[src/rtl/lcd_frame_streamer_if.sv]
// rtl/lcd_frame_streamer_if.sv - compositor, framebuffer and LCD pin bundle for lcd_frame_streamer
interface lcd_frame_streamer_if #(
   parameter int ADDR_W = 9
);
   logic              frame_start;
   logic              auto_mode;
   logic              invert;
   logic              ready;
   logic              busy;
   logic              done;
   logic              fb_rd;
   logic [ADDR_W-1:0] fb_addr;
   logic [7:0]        fb_data;
   logic              lcd_rst_n;
   logic              lcd_ce_n;
   logic              lcd_dc;
   logic              lcd_din;
   logic              lcd_sclk;

   modport slave (
      input  frame_start, auto_mode, invert, fb_data,
      output ready, busy, done, fb_rd, fb_addr,
      output lcd_rst_n, lcd_ce_n, lcd_dc, lcd_din, lcd_sclk
   );

   modport master (
      output frame_start, auto_mode, invert, fb_data,
      input  ready, busy, done, fb_rd, fb_addr,
      input  lcd_rst_n, lcd_ce_n, lcd_dc, lcd_din, lcd_sclk
   );
endinterface

[src/rtl/lcd_frame_streamer.sv]
// rtl/lcd_frame_streamer.sv - streams frames from an external framebuffer RAM to a PCD8544-style panel
// Runs the panel init once after reset, then sends header + COLS*PAGES data bytes per frame.
module lcd_frame_streamer #(
   parameter int         COLS       = 84,
   parameter int         PAGES      = 6,
   parameter int         CLK_DIV    = 4,
   parameter int         RST_CYCLES = 16,
   parameter logic [6:0] VOP        = 7'h40,
   parameter logic [2:0] BIAS       = 3'd4,
   parameter int         ADDR_W     = $clog2(COLS*PAGES)
) (
   input  logic                 clk,
   input  logic                 reset,
   lcd_frame_streamer_if.slave  bus
);
   localparam int NBYTES = COLS * PAGES;
   localparam int CNT_W  = (ADDR_W > 3) ? ADDR_W : 3;
   localparam int DIV_W  = (CLK_DIV > 1) ? $clog2(CLK_DIV) : 1;
   localparam int RC_W   = (RST_CYCLES > 1) ? $clog2(RST_CYCLES) : 1;

   localparam logic [CNT_W-1:0] LAST_DATA = CNT_W'(NBYTES - 1);
   localparam logic [DIV_W-1:0] DIV_LAST  = DIV_W'(CLK_DIV - 1);
   localparam logic [RC_W-1:0]  RST_LAST  = RC_W'(RST_CYCLES - 1);

   localparam logic [2:0] S_RST_HOLD = 3'd0;
   localparam logic [2:0] S_INIT     = 3'd1;
   localparam logic [2:0] S_IDLE     = 3'd2;
   localparam logic [2:0] S_HDR      = 3'd3;
   localparam logic [2:0] S_DATA     = 3'd4;
   localparam logic [2:0] S_END      = 3'd5;

   localparam logic [1:0] P_LOAD0 = 2'd0;
   localparam logic [1:0] P_LOAD1 = 2'd1;
   localparam logic [1:0] P_SHIFT = 2'd2;

   logic [2:0]        state_q, state_d;
   logic [1:0]        phase_q, phase_d;
   logic [DIV_W-1:0]  div_q, div_d;
   logic              sclk_q, sclk_d;
   logic [2:0]        bit_q, bit_d;
   logic [CNT_W-1:0]  byte_q, byte_d;
   logic [7:0]        shift_q, shift_d;
   logic [RC_W-1:0]   rst_cnt_q, rst_cnt_d;
   logic              end_q, end_d;
   logic              done_q, done_d;
   logic              inv_q, inv_d;
   logic [ADDR_W-1:0] fb_addr_q, fb_addr_d;

   logic       in_seq;
   logic       fb_rd;
   logic [7:0] cmd_byte;

   assign in_seq = (state_q == S_INIT) || (state_q == S_HDR) || (state_q == S_DATA);
   assign fb_rd  = (state_q == S_DATA) && (phase_q == P_LOAD0);

   always_comb begin
      cmd_byte = 8'h00;
      if (state_q == S_INIT) begin
         case (byte_q[2:0])
            3'd0:    cmd_byte = 8'h21;
            3'd1:    cmd_byte = {1'b1, VOP};
            3'd2:    cmd_byte = 8'h04;
            3'd3:    cmd_byte = {5'b00010, BIAS};
            3'd4:    cmd_byte = 8'h20;
            default: cmd_byte = 8'h0C;
         endcase
      end else begin
         case (byte_q[1:0])
            2'd0:    cmd_byte = inv_q ? 8'h0D : 8'h0C;
            2'd1:    cmd_byte = 8'h40;
            default: cmd_byte = 8'h80;
         endcase
      end
   end

   always_comb begin
      state_d   = state_q;
      phase_d   = phase_q;
      div_d     = div_q;
      sclk_d    = sclk_q;
      bit_d     = bit_q;
      byte_d    = byte_q;
      shift_d   = shift_q;
      rst_cnt_d = rst_cnt_q;
      end_d     = end_q;
      done_d    = 1'b0;
      inv_d     = inv_q;
      fb_addr_d = fb_addr_q;

      case (state_q)
         S_RST_HOLD: begin
            if (rst_cnt_q == RST_LAST) begin
               state_d = S_INIT;
               phase_d = P_LOAD0;
               byte_d  = '0;
            end else begin
               rst_cnt_d = rst_cnt_q + 1'b1;
            end
         end
         S_IDLE: begin
            if (bus.frame_start || bus.auto_mode) begin
               state_d = S_HDR;
               phase_d = P_LOAD0;
               byte_d  = '0;
               inv_d   = bus.invert;
            end
         end
         S_END: begin
            if (end_q) begin
               state_d = S_IDLE;
               end_d   = 1'b0;
               done_d  = 1'b1;
            end else begin
               end_d = 1'b1;
            end
         end
         S_INIT, S_HDR, S_DATA: ;
         default: state_d = S_RST_HOLD;
      endcase

      // Byte engine: 2 load cycles, then 8 bits of CLK_DIV low + CLK_DIV high sclk.
      if (in_seq) begin
         case (phase_q)
            P_LOAD0: begin
               phase_d = P_LOAD1;
               if (state_q == S_DATA) begin
                  fb_addr_d = byte_q[ADDR_W-1:0];
               end
            end
            P_LOAD1: begin
               phase_d = P_SHIFT;
               div_d   = '0;
               sclk_d  = 1'b0;
               bit_d   = 3'd0;
               shift_d = (state_q == S_DATA) ? bus.fb_data : cmd_byte;
            end
            default: begin
               if (div_q == DIV_LAST) begin
                  div_d = '0;
                  if (!sclk_q) begin
                     sclk_d = 1'b1;
                  end else begin
                     sclk_d  = 1'b0;
                     shift_d = {shift_q[6:0], 1'b0};
                     if (bit_q == 3'd7) begin
                        bit_d   = 3'd0;
                        phase_d = P_LOAD0;
                        case (state_q)
                           S_INIT: begin
                              if (byte_q == CNT_W'(5)) begin
                                 state_d = S_IDLE;
                                 byte_d  = '0;
                              end else begin
                                 byte_d = byte_q + 1'b1;
                              end
                           end
                           S_HDR: begin
                              if (byte_q == CNT_W'(2)) begin
                                 state_d = S_DATA;
                                 byte_d  = '0;
                              end else begin
                                 byte_d = byte_q + 1'b1;
                              end
                           end
                           default: begin
                              if (byte_q == LAST_DATA) begin
                                 state_d = S_END;
                                 end_d   = 1'b0;
                              end else begin
                                 byte_d = byte_q + 1'b1;
                              end
                           end
                        endcase
                     end else begin
                        bit_d = bit_q + 1'b1;
                     end
                  end
               end else begin
                  div_d = div_q + 1'b1;
               end
            end
         endcase
      end
   end

   always_ff @(posedge clk or posedge reset) begin
      if (reset) begin
         state_q   <= S_RST_HOLD;
         phase_q   <= P_LOAD0;
         div_q     <= '0;
         sclk_q    <= 1'b0;
         bit_q     <= 3'd0;
         byte_q    <= '0;
         shift_q   <= 8'h00;
         rst_cnt_q <= '0;
         end_q     <= 1'b0;
         done_q    <= 1'b0;
         inv_q     <= 1'b0;
         fb_addr_q <= '0;
      end else begin
         state_q   <= state_d;
         phase_q   <= phase_d;
         div_q     <= div_d;
         sclk_q    <= sclk_d;
         bit_q     <= bit_d;
         byte_q    <= byte_d;
         shift_q   <= shift_d;
         rst_cnt_q <= rst_cnt_d;
         end_q     <= end_d;
         done_q    <= done_d;
         inv_q     <= inv_d;
         fb_addr_q <= fb_addr_d;
      end
   end

   // Shifting in zeros leaves din low between bytes and after the last bit.
   assign bus.lcd_rst_n = (state_q != S_RST_HOLD);
   assign bus.lcd_ce_n  = !in_seq;
   assign bus.lcd_dc    = (state_q == S_DATA);
   assign bus.lcd_din   = shift_q[7];
   assign bus.lcd_sclk  = sclk_q;
   assign bus.ready     = (state_q != S_RST_HOLD) && (state_q != S_INIT);
   assign bus.busy      = (state_q == S_HDR) || (state_q == S_DATA);
   assign bus.done      = done_q;
   assign bus.fb_rd     = fb_rd;
   assign bus.fb_addr   = fb_rd ? byte_q[ADDR_W-1:0] : fb_addr_q;
endmodule
[src/flat_wrapper.sv]
// flat-port wrapper written by rule: the top's interface ports become plain ports
module lcd_frame_streamer_flat 
#(
   parameter int         COLS       = 84,
   parameter int         PAGES      = 6,
   parameter int         CLK_DIV    = 4,
   parameter int         RST_CYCLES = 16,
   parameter logic [6:0] VOP        = 7'h40,
   parameter logic [2:0] BIAS       = 3'd4,
   parameter int         ADDR_W     = $clog2(COLS*PAGES)
)
  (clk, reset, bus_frame_start, bus_auto_mode, bus_invert, bus_fb_data, bus_ready, bus_busy, bus_done, bus_fb_rd, bus_fb_addr, bus_lcd_rst_n, bus_lcd_ce_n, bus_lcd_dc, bus_lcd_din, bus_lcd_sclk);
  lcd_frame_streamer_if #(.ADDR_W(ADDR_W)) bus_i ();
  input  logic clk;
  input  logic reset;
  input wire logic [$bits(bus_i.frame_start)-1:0] bus_frame_start;
  input wire logic [$bits(bus_i.auto_mode)-1:0] bus_auto_mode;
  input wire logic [$bits(bus_i.invert)-1:0] bus_invert;
  input wire logic [$bits(bus_i.fb_data)-1:0] bus_fb_data;
  output wire logic [$bits(bus_i.ready)-1:0] bus_ready;
  output wire logic [$bits(bus_i.busy)-1:0] bus_busy;
  output wire logic [$bits(bus_i.done)-1:0] bus_done;
  output wire logic [$bits(bus_i.fb_rd)-1:0] bus_fb_rd;
  output wire logic [$bits(bus_i.fb_addr)-1:0] bus_fb_addr;
  output wire logic [$bits(bus_i.lcd_rst_n)-1:0] bus_lcd_rst_n;
  output wire logic [$bits(bus_i.lcd_ce_n)-1:0] bus_lcd_ce_n;
  output wire logic [$bits(bus_i.lcd_dc)-1:0] bus_lcd_dc;
  output wire logic [$bits(bus_i.lcd_din)-1:0] bus_lcd_din;
  output wire logic [$bits(bus_i.lcd_sclk)-1:0] bus_lcd_sclk;
  assign bus_i.frame_start = bus_frame_start;
  assign bus_i.auto_mode = bus_auto_mode;
  assign bus_i.invert = bus_invert;
  assign bus_i.fb_data = bus_fb_data;
  assign bus_ready = bus_i.ready;
  assign bus_busy = bus_i.busy;
  assign bus_done = bus_i.done;
  assign bus_fb_rd = bus_i.fb_rd;
  assign bus_fb_addr = bus_i.fb_addr;
  assign bus_lcd_rst_n = bus_i.lcd_rst_n;
  assign bus_lcd_ce_n = bus_i.lcd_ce_n;
  assign bus_lcd_dc = bus_i.lcd_dc;
  assign bus_lcd_din = bus_i.lcd_din;
  assign bus_lcd_sclk = bus_i.lcd_sclk;
  lcd_frame_streamer #(.COLS(COLS), .PAGES(PAGES), .CLK_DIV(CLK_DIV), .RST_CYCLES(RST_CYCLES), .VOP(VOP), .BIAS(BIAS), .ADDR_W(ADDR_W)) u_core (.clk(clk), .reset(reset), .bus(bus_i));
endmodule
[config.mk]
export PLATFORM = sky130hd
export DESIGN_NAME = lcd_frame_streamer_flat
export DESIGN_NICKNAME = d
export VERILOG_FILES = /design/src/rtl/lcd_frame_streamer_if.sv /design/src/rtl/lcd_frame_streamer.sv /design/src/flat_wrapper.sv
export SDC_FILE = /design/constraint.sdc
export NUM_CORES = 1
export LEC_CHECK = 0
export BUFFER_PORTS_ARGS = -buffer_cell sky130_fd_sc_hd__buf_2
export CAP_MARGIN = 0
export CORE_ASPECT_RATIO = 0.75
export CORE_MARGIN = 1
export CORE_UTILIZATION = 49
export DETAILED_ROUTE_END_ITERATION = 8
export PLACE_DENSITY = 0.67
export REMOVE_ABC_BUFFERS = 1
export SYNTH_ARGS = -nofsm -noshare
export SYNTH_HDL_FRONTEND = slang
export SYNTH_SLANG_ARGS = --single-unit
[constraint.sdc]
create_clock -name clk -period 2.8 [get_ports clk]
set_input_delay 0 -clock clk [delete_from_list [all_inputs] [get_ports clk]]
set_output_delay 0 -clock clk [all_outputs]
set_load 0.02 [all_outputs]
==> qor.yml <==
worst_hold_slack_ns: 0.03464
finalSetupViolations: 0
grt_pass1_vias: 1801
die_area_mm2: 0.005279
status: "complete, no violations"
ys_async_sr_fraction: 1.000
drive_gt1_frac: 0.2007
coreArea_mm2: 0.004624
nFillCells: 410
layout_setup_ws_ns: 0.1688
start_util: 0.5287
drtIter0Drc: 122
crit_type: "reg2out"
fin_tns_setup_ns: 0
cp_max_fo: 14
io_buffers: 30
hpwl_um: 3746
start_kind: "register"
hold_viol: 0
routed_wl_um: 5208
syn_inst: 253
max_freq_ghz: 0.3801
yosysTopAreaCell: "dfrtp_1"
final_nets: 307
gp_congestion: 0.8407
p_leak_nw: 1.325
wl_met3_um: 303
rsz0062_at_grt: "no"
ant_nets: 0
slew_violations: 0
synthTopCellsByArea: "dfrtp_1 (45%), ha_1 (5.6%), nand2_1 (4.8%), o21ai_0 (3.7%), a21oi_1 (3.5%)"
grt_usage: 0.2091
die_h_um: 63.17
syn_area_mm2: 0.002445
irDropWorstVdd_mv: 0.2566
overflow: 0
ys_seq_elements: 44
vias: 1974
cts_tree: "built"
critPathArrivalTime_ns: 2.63
wl_per_cell_um: 15.27
synth_cell_types: 56
hold_path_class: "in2reg"
synth_top_cell_area_share: 0.4504
slew-limit-headroom: 0.3861
route.detailed.drc: 0
wl_met1_um: 2748
cts_inserted_buffers: 5
crit_required_ns: 2.80
power.density_mw_per_mm2: 429.6
cts_sinks: 44
syn2layout_area_growth_pct: 13.41
first_pass_iters: 4
grt_pass1_wl_um: 8797
highest-signal-layer: "met4"
ctsResizeCount: 0
layout.area.seq_mm2: 0.001101
place_ws_ns: 0.5106
antenna_cells: 0
seq_area_frac_synth: 0.4504
post-route-period-util: 0.9397
htree_levels: 2
grt_max_degree: 45
min_period_ns: 2.631
wl_met2_um: 2128
ios: 31
synth_edf_count: 0
endpoint_kind: "output pin"
cap_violations: 0
clk_path_buf_depth: 2
worstSkewPairLatency_ns: 0.29
clk_pin_slew_ns: 0.09
antenna_found_initial: 0
clock-root-buffer: "clkbuf_8"
skew_ns: 0.01042
syn_area_per_cell_um2: 9.663
rows: 21
fp.dieW_um: 83.57
via_per_inst: 5.789
multi_input_area_mm2: 0.001242
cts_setup_buffers: 0
ys.flop_type: "dfrtp_1"
worstMarginPinSlew_ns: 0.9195
yosys_warnings: 0
synthesized netlist by cell type, drive strengths merged, types with 2 or more instances:
cell type and number:
dfrtp 44, nand2 32, o21ai 20, a21oi 18, nor2 17, nand3 14, ha 11, inv 10
buf 8, mux2 8, a22o 6, o31ai 5, or3 4, a32o 3, clkbuf 3, nand2b 3
nand4 3, nor3 3, o311ai 3, xor2 3, a221o 2, and2 2, and3 2, nand3b 2
nor2b 2, nor4b 2, o22ai 2, or2 2, or3b 2
path summary, 6_finish.rpt:
path	start	to	slack (ns)	cells after the start
min	bus_fb_data[2]	u_core.shift_q[2]$_DFFE_PP0P_	0.03	3
max	u_core.state_q[1]$_DFF_PP0_	bus_fb_addr[7]	0.17	4
min in group asynchronous	reset	u_core.rst_cnt_q[0]$_DFFE_PP0P_	0.45	3
max in group asynchronous	reset	u_core.div_q[1]$_DFFE_PP0P_	1.76	3
max reg2reg	u_core.state_q[1]$_DFF_PP0_	u_core.fb_addr_q[7]$_DFFE_PP0P_	0.51	3
min reg2reg	u_core.shift_q[4]$_DFFE_PP0P_	u_core.shift_q[4]$_DFFE_PP0P_	0.48	2
cell type report:
type                       instances  area share
timing repair buffer              34     0.06859
tap                               57     0.02572
clock buffer                       7     0.03475
sequential                        44      0.3971
clock inverter                     1     0.01083
multi-input combinational        187      0.4481
inverter                          11     0.01489
critical path: stages (launching register included):
cell     delay, ns
dfrtp_1       0.50
or3b_1        0.61
or3_1         0.63
mux2_1        0.42
buf_2         0.16
metrics by stage:
step / utilization / power, mW / area (um^2) / std cells
2_1_floorplan: - / 0.6596 / 2385 / 242
3_3_place_gp: 0.5636 / 0.6722 / 2606 / 329
3_5_place_dp: 0.5636 / 0.6726 / 2606 / 329
4_1_cts: 0.5996 / 1.204 / 2773 / 341
5_1_grt: 0.5996 / 1.232 / 2773 / 341
6_report: 0.5996 / 1.191 / 2773 / 341
routing by layer:
| metal | up-vias | track usage |
|---|---|---|
| li1 | 984 | - |
| met1 | 943 | 0.3062 |
| met2 | 45 | 0.3191 |
| met3 | 2 | 0.04456 |
| met4 | 0 | 0.04449 |
| met5 | - | 0 |
sequential cells by signal, indices dropped and copies added (netlist names):
register / cells
u_core.byte_q: 9
u_core.fb_addr_q: 9
u_core.shift_q: 8
u_core.rst_cnt_q: 4
u_core.bit_q: 3
u_core.state_q: 3
u_core.div_q: 2
u_core.phase_q: 2
u_core.bus.done: 1
u_core.bus.lcd_sclk: 1
u_core.end_q: 1
u_core.inv_q: 1
report_power, final:
group | internal, mW | switching (mW)
Clock | 0.315 | 0.213
Sequential | 0.636 | 0.000556
Combinational | 0.0105 | 0.0162
layout by cell type (no fill, tap or decap), types with 2 or more instances in the layout:
cell type / n
mux2_2: 7
o311ai_1: 2
nor2b_1: 2
a22o_1: 6
dlygate4sd3_1: 4
a221o_1: 2
nand3_1: 14
or2_2: 2
inv_1: 9
and3_1: 2
o21ai_1: 2
a21oi_1: 17
o31ai_1: 4
o21ai_0: 18
nand2b_1: 3
and2_1: 2
clkbuf_8: 7
nor4b_1: 2
a32o_1: 3
xor2_1: 3
nand2_1: 31
o22ai_1: 2
ha_1: 11
buf_2: 30
nand4_1: 3
nor3_1: 3
dfrtp_1: 44
nor2_1: 16
or3_1: 4
nand3b_1: 2
logic make-up (layout without fill, tap and decap cells):
kind of cell	Yosys count	after routing	share of synthesized area
AND/OR/NAND/NOR	94	94	0.1996
AO/OA/AOI/OAI	70	70	0.2011
flip-flops	44	44	0.4504
buffers and inverters	22	53	0.04145
adder cells (fa/ha/maj)	11	11	0.05629
multiplexers	8	8	0.03685
XOR/XNOR	4	4	0.01433
what timing repair did:
| item | in CTS | in global routing |
|---|---|---|
| hold buffers | 4 | 0 |
| setup endpoints to repair | 0 | 0 |
| hold endpoints to repair | 47 | 0 |
Power figures use the tool's default switching activity.
